**src/rtl/half_adder.sv**
```systemverilog
// Registered, flow-controlled array of independent half-adder lanes with a
// one-deep valid/ready output register and a saturating carry counter.
module half_adder #(
  parameter int WIDTH = 1,
  parameter int CNT_W = 16
) (
  input  logic             clk,
  input  logic             rst_n,
  input  logic             in_valid,
  output logic             in_ready,
  input  logic [WIDTH-1:0] a,
  input  logic [WIDTH-1:0] b,
  output logic             out_valid,
  input  logic             out_ready,
  output logic [WIDTH-1:0] sum,
  output logic [WIDTH-1:0] carry,
  input  logic             clr_cnt,
  output logic [CNT_W-1:0] carry_cnt
);

  localparam int PC_W  = $clog2(WIDTH + 1);
  localparam int SUM_W = ((CNT_W > PC_W) ? CNT_W : PC_W) + 1;

  logic             out_valid_q, out_valid_d;
  logic [WIDTH-1:0] sum_q, sum_d;
  logic [WIDTH-1:0] carry_q, carry_d;
  logic [CNT_W-1:0] carry_cnt_q, carry_cnt_d;
  logic             in_hs, out_hs;

  function automatic logic [PC_W-1:0] popcount(input logic [WIDTH-1:0] v);
    logic [PC_W-1:0] n;
    n = '0;
    for (int i = 0; i < WIDTH; i++) n = n + PC_W'(v[i]);
    return n;
  endfunction

  // Any overflow into the bits above CNT_W pins the counter at all-ones.
  function automatic logic [CNT_W-1:0] sat_add(input logic [CNT_W-1:0] acc,
                                               input logic [PC_W-1:0]  inc);
    logic [SUM_W-1:0] s;
    s = SUM_W'(acc) + SUM_W'(inc);
    if (|s[SUM_W-1:CNT_W]) return '1;
    return s[CNT_W-1:0];
  endfunction

  // Input stage: handshake decode and next-state of the output register
  always_comb begin
    in_ready    = !out_valid_q || out_ready;
    in_hs       = in_valid && in_ready;
    out_hs      = out_valid_q && out_ready;
    out_valid_d = out_valid_q;
    sum_d       = sum_q;
    carry_d     = carry_q;
    carry_cnt_d = carry_cnt_q;
    if (in_hs) begin
      out_valid_d = 1'b1;
      sum_d       = a ^ b;
      carry_d     = a & b;
    end else if (out_hs) begin
      out_valid_d = 1'b0;
    end
    if (clr_cnt)     carry_cnt_d = '0;
    else if (out_hs) carry_cnt_d = sat_add(carry_cnt_q, popcount(carry_q));
  end

  // Output stage: result register and statistics counter
  always_ff @(posedge clk or negedge rst_n) begin
    if (!rst_n) begin
      out_valid_q <= 1'b0;
      sum_q       <= '0;
      carry_q     <= '0;
      carry_cnt_q <= '0;
    end else begin
      out_valid_q <= out_valid_d;
      sum_q       <= sum_d;
      carry_q     <= carry_d;
      carry_cnt_q <= carry_cnt_d;
    end
  end

  assign out_valid = out_valid_q;
  assign sum       = sum_q;
  assign carry     = carry_q;
  assign carry_cnt = carry_cnt_q;

endmodule

```
**config.mk**
```make
export PLATFORM = sky130hd
export DESIGN_NAME = half_adder
export DESIGN_NICKNAME = d
export VERILOG_FILES = /design/src/rtl/half_adder.sv
export SDC_FILE = /design/constraint.sdc
export NUM_CORES = 1
export LEC_CHECK = 0
export BUFFER_PORTS_ARGS = -buffer_cell sky130_fd_sc_hd__clkbuf_2
export CAP_MARGIN = 20
export CELL_PAD_IN_SITES_DETAIL_PLACEMENT = 2
export CELL_PAD_IN_SITES_GLOBAL_PLACEMENT = 2
export CORE_ASPECT_RATIO = 0.75
export CORE_MARGIN = 2
export CORE_UTILIZATION = 28
export CTS_CLUSTER_SIZE = 40
export DETAILED_ROUTE_END_ITERATION = 16
export GPL_ROUTABILITY_DRIVEN = 0
export PLACE_DENSITY = 0.75
export SETUP_SLACK_MARGIN = 0.02
export SYNTH_ARGS = -nofsm -noshare
export SYNTH_HDL_FRONTEND = slang
export SYNTH_SLANG_ARGS = --single-unit
```
**constraint.sdc**
```tcl
create_clock -name clk -period 1.6 [get_ports clk]
set_clock_uncertainty 0.05 [all_clocks]
set_input_delay 0.32 -clock clk [delete_from_list [all_inputs] [get_ports clk]]
set_output_delay 0.32 -clock clk [all_outputs]
set_load 0.02 [all_outputs]
```
==> impl_metrics.toml <==
[synthesis]
yosysWarnings = 0
synthMostInstantiatedCell = "dfrtp_1"
yosys.area.top_type = "dfrtp_1"
synth.avg_cell_area_um2 = 10.0
synth_area_um2 = 1020
yosys.cell_types.count = 33
netlist_instances = 102
ys_top_cells_by_count = "19 x dfrtp_1, 12 x nor3_1, 7 x nor2_1, 6 x a31oi_1, 6 x nand3_1"
synthFlopType = "dfrtp_1"
yosysSeqAreaShare_pct = 46.6
syn-num-nets = 112
synth_top_area_share_pct = 46.6
synth_edf_count = 0
synth_area_leaders = "dfrtp_1 47%, nor3_1 5.9%, a31oi_1 3.7%"
ys_ff_latch = 19
async_flop_share_pct = 100

[detailed_routing]
drc = 0
drt_wl_total_mm = 4.90
avgRoutedWirePerCell_um = 23.7
firstDrtPassIters = 4
dr.first_iter.drc_count = 49
ant_nets = 0
num_vias = 1195
viasPerCell = 5.77

[setup_path]
crit_fanout = 5
r2r_setup_slack_ps = -170
crit_type = "flop to flop"
regToRegEndpoint = "carry_cnt[8]"
arrival_ps = 1850
reg2regPathDepth = 5
start_kind = "flop"
crit-reg2reg-launch = "carry_cnt[3]"
setup.worst_path.end_class = "flop"
cp.required_ps = 1680

[cells_and_area]
utilization_pct = 49.9
layout-drive-gt1-share_pct = 56.9
area_growth_pct = 65.0
antenna_cells = 0
n_fill_cell = 352
nNetsFinal = 178
layoutNonFillerInstCount = 207

[clocking]
clk_latency_ps = 260
clock_sinks = 19
clk_transition_reported_paths_ps = 80
clk_path_buf_depth = 2
htree_num_levels = 1
cts_tree = "built"
cts_buffers = 3
cts-root-buf = "clkbuf_8"

[sta]
drv_slew = 0
slew_headroom_pct = 64.4
hold_viol = 0
post-route-period-util_pct = 111
rsz0062_at_grt = "true"
period_needed_ps = 1770
setup_viol = 11
finalWorstSetupSlack_ps = -174
worst_pin_slew_ps = 534
fmax_ghz = 0.564

[grt]
grt_usage_pct = 24.1
grt_pass1_wl_mm = 7.39
grt_pass1_vias = 1296
grt_antenna_before_repair = 0
grt_overflow = 0
grt_max_degree = 20

[placement]
io_buffers = 26
hpwl_mm = 3.02
dp.cells = 193

[floorplanning]
die_w_um = 73.7
die_area_um2 = 4150
die_h_um = 56.3
io_pins = 27
coreArea_um2 = 3380
start_util_pct = 30.2
row_count = 18

[outcome]
outcome = "finished, violations left"
failed_checks = "setup timing"

[worst_hold_path]
hold_class = "input port to flop"
whs_endpoint = "out_valid"
holdPathStages = 2
holdCritStartpoint = "in_valid"

[power_and_ir_drop]
irDropWorstVdd_uv = 320
p_per_area_nw_per_um2 = 593
p_leak_nw = 0.759

[flow_run]
max_cap_viol_count = 0
==> report_power, final <==
| group | switching, W | internal, W | leakage (nW) |
|---|---|---|---|
| sequential | 0.0000161 | 0.000493 | 0.254 |
| combinational | 0.0000810 | 0.0000525 | 0.480 |
| clock | 0.000182 | 0.000174 | 0.0255 |
==> kinds of logic after synthesis <==
logic type	Yosys count	share of synthesized area [%]
AOI/OAI and AO/OA	23	15.7
adders and majority gates	3	3.68
buffers and inverters	4	1.47
DFF	19	46.6
muxes	2	2.21
and+or+nand+nor	51	30.4
==> worst max-delay path, cell delays in order, from the launching register on <==
cell and delay (ps):
dfrtp_1 410, nand4_4 180, buf_12 180, or3_4 420
o21ai_0 270, a21oi_1 130
==> worst max path at each step <==
stage	start	to	slack, ps	cells past startpoint
after floorplan	carry_cnt[0]	carry_cnt[1]	-80	5
after global placement	carry_cnt[0]	carry_cnt[1]	-80	6
after detailed placement	carry	carry_cnt[1]	-230	6
after CTS	carry_cnt[4]	carry_cnt[1]	-80	6
after global routing	carry_cnt[3]	carry_cnt[8]	-280	5
final	carry_cnt[3]	carry_cnt[8]	-170	5
==> cells in the final DEF, fill, tap and decap left out, types with 2 or more instances in the layout <==
master and instances:
dfrtp_2 3, nor4b_4 2, nand4_1 4, a221oi_2 2, a211oi_1 3, nand2_1 4, nand3_1 4, nor3_2 2
nor3_1 9, nand2b_1 2, dfrtp_1 16, a31oi_1 6, nor2_1 7, a21oi_1 5, mux2_2 2, o21ai_2 2
or3_4 2, buf_6 2, inv_1 3, clkbuf_8 3, clkbuf_2 25, buf_4 33
==> area by class of cell <==
| class | count | area (µm²) | area share (%) |
|---|---|---|---|
| Sequential cell | 19 | 479 | 28.5 |
| Timing Repair Buffer | 62 | 425 | 25.3 |
| Multi-Input combinational cell | 79 | 672 | 39.9 |
| Inverter | 3 | 11.3 | 0.669 |
| Clock inverter | 1 | 5.00 | 0.297 |
| Clock buffer | 3 | 41.3 | 2.45 |
| Tap cell | 40 | 50.0 | 2.97 |
==> routing by layer <==
metal	track usage [%]	share of wire, %	wire length (µm)	vias to the layer above
met5	0	0	0	-
met4	6.49	3.0	149	0
met3	4.13	3.7	182	16
met2	40.9	50	2450	39
met1	31.1	43	2130	610
li1	-	-	-	530
==> stage by stage <==
step | hold slack [ps] | cell area [µm²] | setup slack (ps) | setup TNS [ps] | power [W]
2_1_floorplan | -25.6 | 1050 | -83.8 | -305 | 0.000567
3_3_place_gp | 261 | 1420 | -77.0 | -160 | 0.000627
3_5_place_dp | 266 | 1420 | -229 | -1090 | 0.000636
4_1_cts | 216 | 1590 | -84.9 | -572 | 0.000990
5_1_grt | 234 | 1680 | -279 | -2290 | 0.00104
6_report | 229 | 1680 | -174 | -1040 | 0.000999
==> what timing repair did <==
item,4_1_cts,5_1_grt
pin swaps,8,4
buffers inserted,5,4
gates resized for setup,11,16
hold buffers,1,0
endpoints found under the setup margin,13,17
hold endpoints to repair,19,0
==> flip-flops by register name (all words and copies together), names as in the netlist <==
| name | flops |
|---|---|
| carry_cnt | 16 |
| out_valid | 1 |
| sum | 1 |
| carry | 1 |
No activity file was read; power rests on OpenSTA's default activity.
